===== src/rtl/add_mul_seq.sv =====
// add_mul_seq: sequential 32x32 -> 32 shift-and-add multiplier.
// Uses an external shared 32-bit adder (add_a + add_b -> add_c) for the
// accumulation step, one partial product per RUN cycle.
module add_mul_seq #(
    parameter bit EARLY_EXIT = 1'b1
) (
    input  logic        clk,
    input  logic        rst,
    input  logic        start,
    input  logic [31:0] op_a,
    input  logic [31:0] op_b,
    output logic [31:0] add_a,
    output logic [31:0] add_b,
    input  logic [31:0] add_c,
    output logic        busy,
    output logic        done,
    output logic [31:0] product
);

    typedef enum logic [1:0] {
        IDLE = 2'd0,
        RUN  = 2'd1,
        DONE = 2'd2
    } state_t;

    state_t      state_q, state_d;
    logic [31:0] mcand_q, mcand_d;
    logic [31:0] mplier_q, mplier_d;
    logic [31:0] acc_q, acc_d;
    logic [4:0]  cnt_q, cnt_d;
    logic [31:0] product_q, product_d;
    logic        busy_q, busy_d;
    logic        done_q, done_d;
    logic        last_step;

    // Final step: all 32 bits consumed, or (optionally) no set multiplier bits left.
    assign last_step = (cnt_q == 5'd31) ||
                       (EARLY_EXIT && ((mplier_q >> 1) == 32'd0));

    // Next-state and datapath update for the three-state sequencer.
    always_comb begin
        state_d   = state_q;
        mcand_d   = mcand_q;
        mplier_d  = mplier_q;
        acc_d     = acc_q;
        cnt_d     = cnt_q;
        product_d = product_q;
        case (state_q)
            IDLE: begin
                if (start) begin
                    mcand_d  = op_a;
                    mplier_d = op_b;
                    acc_d    = 32'd0;
                    cnt_d    = 5'd0;
                    state_d  = RUN;
                end
            end
            RUN: begin
                acc_d    = add_c;
                mcand_d  = mcand_q << 1;
                mplier_d = mplier_q >> 1;
                cnt_d    = cnt_q + 5'd1;
                if (last_step) begin
                    product_d = add_c;
                    state_d   = DONE;
                end
            end
            DONE:    state_d = IDLE;
            default: state_d = IDLE;
        endcase
        // Status flags are registered copies of the next state, so they
        // carry no combinational path from start.
        busy_d = (state_d == RUN);
        done_d = (state_d == DONE);
    end

    // All state, with asynchronous clear on rst.
    always_ff @(posedge clk or posedge rst) begin
        if (rst) begin
            state_q   <= IDLE;
            mcand_q   <= 32'd0;
            mplier_q  <= 32'd0;
            acc_q     <= 32'd0;
            cnt_q     <= 5'd0;
            product_q <= 32'd0;
            busy_q    <= 1'b0;
            done_q    <= 1'b0;
        end else begin
            state_q   <= state_d;
            mcand_q   <= mcand_d;
            mplier_q  <= mplier_d;
            acc_q     <= acc_d;
            cnt_q     <= cnt_d;
            product_q <= product_d;
            busy_q    <= busy_d;
            done_q    <= done_d;
        end
    end

    // Adder operands are forced to zero outside RUN so the shared adder stays quiet.
    assign add_a = (state_q == RUN) ? acc_q : 32'd0;
    assign add_b = ((state_q == RUN) && mplier_q[0]) ? mcand_q : 32'd0;

    assign busy    = busy_q;
    assign done    = done_q;
    assign product = product_q;

endmodule


===== config.mk =====
export PLATFORM = sky130hd
export DESIGN_NAME = add_mul_seq
export DESIGN_NICKNAME = d
export VERILOG_FILES = /design/src/rtl/add_mul_seq.sv
export SDC_FILE = /design/constraint.sdc
export NUM_CORES = 1
export LEC_CHECK = 0
export CAP_MARGIN = 15
export CORE_UTILIZATION = 45
export DETAILED_ROUTE_END_ITERATION = 6
export GPL_TIMING_DRIVEN = 1
export PLACE_DENSITY = 0.85
export SYNTH_ARGS = -nofsm -noshare
export SYNTH_HDL_FRONTEND = slang
export SYNTH_SLANG_ARGS = --single-unit

===== constraint.sdc =====
create_clock -name clk -period 14.3 [get_ports clk]
set_clock_uncertainty 0.05 [all_clocks]
set_input_delay 3.575 -clock clk [delete_from_list [all_inputs] [get_ports clk]]
set_output_delay 3.575 -clock clk [all_outputs]
set_load 0.05 [all_outputs]

# [Word level (Yosys, flattened, before mapping)]
# Index checks and enable logic that the tools add are counted.
[totals] reg_bits=137 in_bits=99 out_inout_bits=98 wordCells=34
[op_classes] n_addsub=1 n_eq_ne=5 n_mux=13 n_reduce_logical=7
[op_table] operator="$pmux W32 S2" n=3
[op_table] operator="$mux W32" n=5
[op_table] operator="$logic_not A32 Y1" n=1
[op_table] operator="$pmux W5 S2" n=1
[op_table] operator="$add A5 B1 Y5 const B" n=1
[op_table] operator="$eq A5 B5 Y1 const B" n=1
[op_table] operator="$mux W5" n=1
[op_table] operator="$eq A2 B1 Y1 const B" n=2
[op_table] operator="$mux W2" n=2
[op_table] operator="$pmux W2 S2" n=1
[op_table] operator="$reduce_and A2 Y1" n=2
[op_table] operator="$eq A2 B2 Y1 const B" n=1
[op_table] operator="$logic_not A2 Y1" n=1
[op_table] operator="$ne A2 B2 Y1 const B" n=1
[op_table] operator="$reduce_bool A2 Y1" n=1
[op_table] operator="$logic_and A1 B1 Y1" n=1
[op_table] operator="$logic_or A1 B1 Y1" n=1

# [Logic depth before layout (Yosys ltp)]
# Gate-level depths: netlist (run 1).
[logic_depth] depth_word=5 mapped_depth=8

# [Worst setup path before layout (run 1)]
# Ideal clock, no wire load.
[synth_path] path_kind="reg2out" from="register state_q[1]" to="output add_a[10]" arrival_time_ps=1485 required_ps=10675 setup_slack_ps=9190 path_stages_with_launch=6 cell_sequence="dfrtp_1 -> nor2b_2 -> buf_4 -> buf_8 -> clkbuf_1 -> and2_1"
[synth_via] elab_chain_cells=2
[synth_lines] item="start: declaration" line_no="26" text="state_t state_q, state_d;"
[synth_lines] item="start signal: assignment" line_no="89" text="state_q <= state_d;"
[synth_lines] item="$eq A2 B1 Y1" line_no="101" text="assign add_a = (state_q == RUN) ? acc_q : 32'd0;"
[synth_lines] item="$mux W32" line_no="101"
[synth_lines] item="end: declaration" line_no="12" text="output logic [31:0] add_a,"
# Every way passes these cells.

# [Final worst setup path (run 1)]
[layout_path] from="register state_q[1]" to="output add_b[31]"
[layout_via] elab_chain_cells=3
[layout_lines] item="$eq A2 B1 Y1" line_no="102" text="assign add_b = ((state_q == RUN) && mplier_q[0]) ? mcand_q : 32'd0;"
[layout_lines] item="$logic_and A1 B1 Y1" line_no="102"
[layout_lines] item="$mux W32" line_no="102"
[layout_lines] item="end: declaration" line_no="13" text="output logic [31:0] add_b,"
# Every way passes these cells.

==> results of run 1 <==
flip-flops by register name (all words and copies together) (netlist names):
register	cells
acc_q	32
busy	1
cnt_q	5
done	1
mcand_q	32
mplier_q	32
product	32
state_q	2
critical path: stages (launching register included):
cell and delay, ps:
dfrtp_2 420, nor2b_4 100, buf_4 670, buf_4 730
and3_1 270, clkdlybuf4s50_1 810
cell usage after synthesis (all sizes together):
cell	count	share of area, %
dfrtp	137	48
o21ai	99	6.9
a21oi	67	4.7
nor2b	66	5.8
and3	65	5.7
a22oi	62	6.5
clkbuf	47	2.6
nand2	36	1.9
a22o	34	4.2
buf	34	3.3
nand4	34	3.0
nand3	33	2.3
and2	32	2.8
nor4	7	0.79
inv	3	0.16
nor2	3	0.16
and4	2	0.25
ha	2	0.35
nor3	2	0.14
a211o	1	0.14
a32o	1	0.14
nand2b	1	0.088
o21bai	1	0.16
stage by stage:
step	hold WS (ps)	util (%)	cell area, µm²
final	438	62.8	9660
after global routing	455	62.8	9660
after CTS	442	62.8	9660
after detailed placement	425	59.1	9080
after global placement	424	59.1	9080
after floorplan	408	-	7150
how the worst max path moves through the flow:
stage                     startpoint        end  slack (ps)  cells after the start
after global routing      state_q[1]  add_b[31]        6970                      5
after global placement    state_q[1]  add_b[24]        7700                      5
after detailed placement  state_q[1]  add_b[31]        7660                      5
after CTS                 state_q[1]  add_b[31]        7200                      5
after floorplan                  rst   acc_q[0]        7010                      1
final                     state_q[1]  add_b[31]        7170                      5
layout make-up:
class | instances | area [µm²] | area share (%)
timing repair buffer | 210 | 2070 | 21.4
tap | 211 | 264 | 2.73
multi-input combinational | 548 | 3310 | 34.2
clock inverter | 3 | 65.1 | 0.674
sequential | 137 | 3430 | 35.5
inverter | 3 | 16.3 | 0.168
clock buffer | 25 | 505 | 5.24
cell families (layout without fill, tap and decap cells):
logic type / Yosys count / count (layout) / share of synthesized area, %
AND/OR/NAND/NOR: 281 / 281 / 22.9
buffers and inverters: 84 / 241 / 6.04
adder cells (fa/ha/maj): 2 / 2 / 0.350
AO/OA/AOI/OAI: 265 / 265 / 22.7
flip-flops: 137 / 137 / 48.0
layer usage:
layer,part of all wire (%),wire length (µm),track usage [%]
met4,1.4,268,7.34
met1,45,8700,34.4
met5,0,0,0
met2,46,8960,35.9
met3,7.4,1430,6.01
layout by cell type (no fill, tap or decap), drive strengths merged, types with 2 or more instances in the layout:
cell,count
a22oi,62
nor3,2
nand4,34
and4,2
and3,65
and2,32
a22o,34
inv,3
ha,2
nor2b,66
nand2,36
clkdlybuf4s50,196
nor4,7
a21oi,67
bufinv,2
nor2,3
o21ai,99
dfrtp,137
clkbuf,25
buf,14
nand3,33
report_power, final:
part           switching, µW  internal [µW]  total, µW  leakage, µW
combinational            528            311        839      0.00199
sequential               110            510        620      0.00161
clock                    154            276        430     0.000281
total                    792           1100       1890      0.00388
==> impl_results.md, run 1 <==
* Root Buffer Master: clkbuf_16
* Max-cap check violation count at 0
* IO buf count at 196
* Setup CP Type: flip-flop to output pin
* Minimum clock period at 7130 ps
* Core outline area at 15,400 µm²
* Hold Path Class: flip-flop to flip-flop
* Leak pwr at 0.00388 µW
* Drt wl/cell at 17.0 µm
* Reg2Reg Depth at 6
* Peak supply drop at 93.8 µV
* Top-level I/O count at 197
* Cells after synthesis at 769
* Clock transition at path regs at 50 ps
* Die Y at 128 µm
* Mapped cell area at 7150 µm²
* Wire length of the first global-routing pass at 31.3 mm
* Clock sink count at 137
* Reg2Reg Launch Point: state_q[1]
* Final std cells w/o fill at 1,137
* Hpwl dp at 11.7 mm
* Full die area at 16,400 µm²
* Worst min-delay path startpoint: acc_q[18]
* Clock latency on the worst-skew pair at 420 ps
* CP startpoint kind: flip-flop
* Initial Utilization at 46.5%
* Vias in the first global route at 6,041
* Drt total wl at 19.4 mm
* Slew HR at 28.4%
* Cell row count at 45
* GRT overflow at 0
* Post-place setup slack at 7660 ps
* RSZ-0062 raised after global routing: false
* Worst hold path cell count at 1
* Clk buf depth at 2
* Die X at 128 µm
* Drc violations at 0
* Area Overhead vs Synth at 35.1%
* Status: complete, no violations
* GRT Util Overall at 24.0%
* Hold-fix buffers at CTS at 0
* Fin. Hold Viols at 0
* Setup bufs post-CTS at 0
* GPL Wtd Cong at 0.810
* Final Setup Violations at 0
* Fillers at 1,262
* Power per standard cell area at 196 nW/µm²
* Diode count at 0
* Fraction of layout cells with a size suffix above 1 at 5.40%
* Synth Warn # at 0
* Total Power at 1890 µW
* R2R Path End: product[27]
* Critical-path maximum fanout at 106
* DR iter-0 viols at 645
* Post-Route Setup TNS at 0 ps
* Worst-Margin Slew at 1070 ps
* Syn nets at 870
* Yosys reg bits at 137
* Via count at 6,547
* WP data arrival at 3510 ps
* Setup ws final at 7170 ps
* Fmax at 140 MHz
* CTS tree: built
* Num CTS Buffers at 17
* Hold path endpoint: acc_q[18]
* CP Capture Type: output pin
* H-tree depth at 4
* Via density at 5.76
* PostCTS Resize Cnt at 0
* Initial antenna violation count at 0
* Final nets at 1,018
* Flop2flop setup slack at 11,790 ps
* Placed insts at 1,109
* Detail Route Antenna Nets at 0
* Crit share post-route at 49.9%
* Largest net degree at the start of global routing at 107
* Pins Over Slew Limit at 0
* Drt pass-1 iters at 5
* Yosys cell types at 32
* Sequential-to-total area share from yosys stat at 48.0%
* Syn avg cell area at 9.29 µm²
* Worst Path Required at 10,680 ps
Power figures use the tool's default switching activity.
==> run 2: changes to the inputs <==
Settings changed: CORE_UTILIZATION 45 to 44, PLACE_DENSITY 0.85 to 0.86.
Clock period 14.3 ns to 6.5 ns, I/O delays scaled along.
==> run 2 against run 1 <==
Via count increased by 0.93%. Utilization decreased by 1.5 points. Global-route usage decreased by 0.067 points. Clock-buffer cell count decreased by 8. Final area increased by 0.89%. Worst setup slack got worse by 4900 ps. Non-clock buffer count unchanged. Routed wire length increased by 2.1%. Power increased by 130%. Register-to-register slack got worse by 7600 ps. Die area increased by 2.2%.
==> impl_results.md, run 2 (synthesis gave the netlist of run 1 again) <==
* Status: complete, no violations
* GRT Util Overall at 24.0% (-0.067 points)
* Hpwl dp at 12.1 mm (+3.4%)
* WP data arrival at 2600 ps (-910 ps)
* Die X at 129 µm (+1.1%)
* Placed insts at 1,114 (+0.45%)
* GPL Wtd Cong at 0.771 (-4.8%)
* Fraction of layout cells with a size suffix above 1 at 6.13% (+0.73 points)
* Drt pass-1 iters at 5 (unchanged)
* Clock transition at path regs at 60 ps (about the same)
* IO buf count at 196 (unchanged)
* Final Setup Violations at 0 (unchanged)
* Crit share post-route at 65.8%
* Leak pwr at 0.00391 µW (+0.83%)
* Initial antenna violation count at 0 (unchanged)
* Num CTS Buffers at 17 (unchanged)
* Most frequent cells in the layout: clkdlybuf4s50_1 (196), dfrtp_1 (135), o21ai_0 (96)
* Final std cells w/o fill at 1,146 (+0.79%)
* GRT overflow at 0 (unchanged)
* Root Buffer Master: clkbuf_16
* Minimum clock period at 4280 ps
* Most common cell after layout, fill and taps aside: clkdlybuf4s50_1
* Clk buf depth at 2 (unchanged)
* Hold Path Class: flip-flop to flip-flop
* Clock Power Share at 24.5% (+1.7 points)
* CTS tree: built
* Critical-path maximum fanout at 162 (+53%)
* Core outline area at 15,900 µm² (+3.3%)
* Via density at 5.77 (+0.14%)
* Area Overhead vs Synth at 36.3%
* Post-Route Setup TNS at 0 ps (unchanged)
* Wire length of the first global-routing pass at 31.8 mm (+1.7%)
* Max-cap check violation count at 0 (unchanged)
* Clock latency on the worst-skew pair at 420 ps (about the same)
* Drt total wl at 19.8 mm (+2.1%)
* Die Y at 129 µm (+1.1%)
* Worst stage delay on the critical path at 810 ps (about the same)
* PostCTS Resize Cnt at 0 (unchanged)
* Diode count at 0 (unchanged)
* Pins Over Slew Limit at 0 (unchanged)
* RSZ-0062 raised after global routing: false
* Comb pwr share at 43.6% (-0.8 points)
* CP startpoint kind: flip-flop
* DR iter-0 viols at 503 (-22%)
* Worst-Margin Slew at 1070 ps (-8.48 ps)
* Top-level I/O count at 197 (unchanged)
* Switch Pwr at 1810 µW (+130%)
* H-tree depth at 4 (unchanged)
* Full die area at 16,800 µm² (+2.2%)
* CP Capture Type: output pin
* Initial Utilization at 45.0% (-1.5 points)
* Sequential share of power at 31.9% (-0.9 points)
* Setup bufs post-CTS at 0 (unchanged)
* Drc violations at 0 (unchanged)
* Pint at 2460 µW (+120%)
* Cell row count at 46 (+2.2%)
* Worst Path Required at 4830 ps (-5850 ps)
* Crit-path cells: nor2b_4 -> buf_12 -> and3_1 -> clkdlybuf4s50_1
* Peak supply drop at 222 µV (+140%)
* Fin. Hold Viols at 0 (unchanged)
* Via count at 6,608 (+0.93%)
* Hold-fix buffers at CTS at 0 (unchanged)
* Slew HR at 29.0% (+0.57 points)
* Detail Route Antenna Nets at 0 (unchanged)
* Fmax at 234 MHz
* Critical path's slowest cell: clkdlybuf4s50_1
* Drt wl/cell at 17.2 µm (+1.3%)
* Setup CP Type: flip-flop to output pin
* Final nets at 1,018 (unchanged)
* Largest net degree at the start of global routing at 163 (+52%)
* Vias in the first global route at 6,128 (+1.4%)
* Switching share of power at 42.4% (+0.43 points)
* Power per standard cell area at 438 nW/µm² (+120%)
* Clock sink count at 137 (unchanged)
==> run 2: changes by cell type in the layout (fill, tap and decap cells not counted), sizes merged <==
cell	previous run	this run
clkbuf	25	17
clkinv	1	3
clkinvlp	0	2
inv	3	9
bufinv	2	4
==> run 2: worst paths after layout <==
| check | start | endpoint | slack (ps) | cells past startpoint |
|---|---|---|---|---|
| hold / removal | acc_q[7] | acc_q[7] | 440 | 1 |
| min in group asynchronous | rst | acc_q[1] | 1680 | 2 |
| setup reg to reg | state_q[1] | cnt_q[2] | 4200 | 5 |
| max in group asynchronous | rst | mcand_q[17] | 3490 | 3 |
| hold reg to reg | acc_q[7] | acc_q[7] | 440 | 1 |
| setup / recovery | state_q[1] | add_b[12] | 2220 | 4 |
==> run 2: area by class of cell <==
type / instances / area [µm²]
clock buffer: 17 / 425
clock inverter: 15 / 213
fill: 1333 / 6140
inverter: 3 / 16.3
multi-input combinational: 548 / 3310
sequential: 137 / 3430
tap: 216 / 270
timing repair buffer: 210 / 2080
==> run 2: routing by layer <==
| layer | GRT usage [%] | share of wire [%] | wire length [µm] |
|---|---|---|---|
| met2 | 38.8 | 48 | 9560 |
| met1 | 31.9 | 44 | 8620 |
| met4 | 6.98 | 1.3 | 253 |
| met5 | 0 | 0 | 0 |
| met3 | 6.07 | 6.7 | 1330 |
==> run 2: power by group through the flow <==
stage                     Combinational (µW)  Sequential, µW  Clock, µW
after CTS                               1870            1360       1060
final                                   1860            1360       1050
after detailed placement                1860            1370          0
after global routing                    2010            1400       1100
after floorplan                         1210            1460          0
after global placement                  1820            1360          0
==> run 2: through the flow <==
stage	setup slack, ps	total power, µW	cell area, µm²	hold WS [ps]	util, %
final	2220	4270	9740	443	61.3
after global routing	2120	4510	9740	456	61.3
after CTS	2270	4290	9740	446	61.3
after detailed placement	2650	3230	9100	423	57.3
after global placement	2730	3180	9100	424	57.3
after floorplan	1160	2670	7150	408	-
==> run 2: worst max-delay path, delay by kind of cell (launching register included) <==
kind | cells | cell delay [ps]
buffers and inverters | 2 | 1220
DFF | 1 | 420
and+or+nand+nor | 2 | 400
==> run 3: changes to the inputs <==
Clock period 6.5 ns to 3.7 ns, I/O delays scaled along.
==> run 3 against run 2 <==
Clock power up 75%. Combinational power up 95%. Cell count about the same. Critical path depth unchanged. Final area up 4.8%. Worst setup slack worse by 1600 ps. Die area unchanged. Global-route usage up 0.97 points. Utilization up 3.0 points.
==> impl_results.md, run 3 (synthesis gave the netlist of run 1 again) <==
* Switch Pwr at 3230 µW (+79%)
* Initial antenna violation count at 0 (unchanged)
* Setup CP Type: flip-flop to output pin
* Minimum clock period at 3040 ps
* IO buf count at 196 (unchanged)
* Initial Utilization at 45.0% (unchanged)
* Final Setup Violations at 0 (unchanged)
* Hpwl dp at 12.7 mm (+4.4%)
* Hold-fix buffers at CTS at 0 (unchanged)
* Max-cap check violation count at 0 (unchanged)
* Sequential share of power at 30.4% (-1.5 points)
* PostCTS Resize Cnt at 0 (unchanged)
* GRT overflow at 0 (unchanged)
* Clock latency on the worst-skew pair at 420 ps (about the same)
* Full die area at 16,800 µm² (unchanged)
* Wire length of the first global-routing pass at 33.0 mm (+3.8%)
* GRT Util Overall at 24.9% (+0.97 points)
* CTS tree: built
* Critical path's slowest cell: buf_12
* Num CTS Buffers at 17 (unchanged)
* Switching share of power at 41.2% (-1.2 points)
* H-tree depth at 4 (unchanged)
* CP Capture Type: output pin
* Clock sink count at 137 (unchanged)
* Comb pwr share at 46.2% (+2.6 points)
* Peak supply drop at 358 µV (+61%)
* Fraction of layout cells with a size suffix above 1 at 13.1% (+7.0 points)
* Crit-path cells: nor2b_4 -> buf_12 -> and2_1 -> buf_12
* Cell row count at 46 (unchanged)
* Fmax at 328 MHz
* Setup ws final at 655 ps (-1570 ps)
* Drt pass-1 iters at 7 (+2)
* Total Power at 7850 µW (+84%)
* Diode count at 0 (unchanged)
* Worst Path Required at 2720 ps (-2110 ps)
* Fillers at 1,272 (-4.6%)
* Slew HR at 25.1% (-3.8 points)
* Worst-Margin Slew at 1120 ps (+57.7 ps)
* Worst stage delay on the critical path at 510 ps (-300 ps)
* Via count at 6,874 (+4.0%)
* Most common cell after layout, fill and taps aside: dfrtp_1
* Detail Route Antenna Nets at 0 (unchanged)
* Vias in the first global route at 6,434 (+5.0%)
* Critical-path maximum fanout at 193 (+19%)
* Status: complete, no violations
* Via density at 5.99 (+3.9%)
* Power per standard cell area at 768 nW/µm² (+75%)
* GPL Wtd Cong at 0.797 (+3.3%)
* Drt total wl at 20.6 mm (+4.1%)
* Pint at 4610 µW (+87%)
* DR iter-0 viols at 746 (+48%)
* Die X at 129 µm (unchanged)
* Final nets at 1,019 (+0.098%)
* Pins Over Slew Limit at 0 (unchanged)
* Clk buf depth at 2 (unchanged)
* Top-level I/O count at 197 (unchanged)
* Most frequent cells in the layout: dfrtp_1 (135), clkdlybuf4s50_1 (132), o21ai_0 (96)
* Leak pwr at 0.00418 µW (+6.9%)
* WHS at 440 ps (-2.71 ps)
* Hold Path Class: flip-flop to flip-flop
* Fin. Hold Viols at 0 (unchanged)
* Crit share post-route at 82.3%
* CP startpoint kind: flip-flop
* Root Buffer Master: clkbuf_16
* RSZ-0062 raised after global routing: false
* Clock transition at path regs at 60 ps (about the same)
* Post-Route Setup TNS at 0 ps (unchanged)
* Most Frequent Cell on Critical Path: buf_12
* Clock Power Share at 23.4% (-1.1 points)
* Largest net degree at the start of global routing at 194 (+19%)
* Die Y at 129 µm (unchanged)
* Drt wl/cell at 17.9 µm (+4.0%)
* Setup bufs post-CTS at 0 (unchanged)
* WP data arrival at 2070 ps (-530 ps)
* Area Overhead vs Synth at 42.9%
* Core outline area at 15,900 µm² (unchanged)
* Drc violations at 0 (unchanged)
* Post-place setup slack at 904 ps (-1750 ps)
## run 3: changes by cell type in the layout (fill, tap and decap cells not counted)
cell and change:
buf_12 +50, inv_8 -1, clkbuf_8 +3, clkdlybuf4s50_1 -64
clkinv_4 -1, buf_4 +15, clkinvlp_4 +2, clkinv_2 +3
inv_6 -6
## run 3: worst max-delay path: cells and delay by family, from the launching register on
family | cells | cell delay [ps]
buffers and inverters | 2 | 670
and+or+nand+nor | 2 | 450
DFF | 1 | 420
## run 3: power by group through the flow
stage	Combinational, µW	Sequential (µW)	Clock [µW]
2_1_floorplan	2120	2560	0
3_3_place_gp	3530	2380	0
3_5_place_dp	3620	2400	0
4_1_cts	3630	2380	1850
5_1_grt	3860	2460	1920
6_report	3620	2390	1840
## run 3: final timing paths
check / cells past startpoint / to / slack [ps] / from
setup / recovery: 4 / add_a[0] / 660 / state_q[1]
hold / removal: 1 / acc_q[11] / 440 / acc_q[11]
setup reg to reg: 5 / product[28] / 1320 / mplier_q[8]
hold reg to reg: 1 / acc_q[11] / 440 / acc_q[11]
max in group asynchronous: 3 / product[26] / 2030 / rst
min in group asynchronous: 2 / product[4] / 880 / rst
## run 3: final cells by class
class	instances	area [µm²]	share of cell area, %
Tap cell	216	270	2.65
Clock buffer	20	467	4.57
Multi-Input combinational cell	548	3310	32.4
Sequential cell	137	3430	33.6
Inverter	3	15.0	0.147
Timing Repair Buffer	211	2550	25.0
Clock inverter	12	171	1.68
## run 3: per-stage QoR
stage               util, %  cells  cell area, µm²
global placement       60.3   1115            9580
floorplan                 -    769            7150
global route           64.3   1147           10200
detailed placement     60.3   1115            9580
CTS                    64.3   1147           10200
finish                 64.3   1147           10200
## run 3: routing by layer
layer	up-vias	track usage, %	part of all wire [%]	wire, µm
met4	0	9.71	2.2	452
li1	3109	-	-	-
met5	-	0	0	0
met2	322	38.7	47	9670
met1	3402	34.1	43	8890
met3	41	5.53	7.5	1550
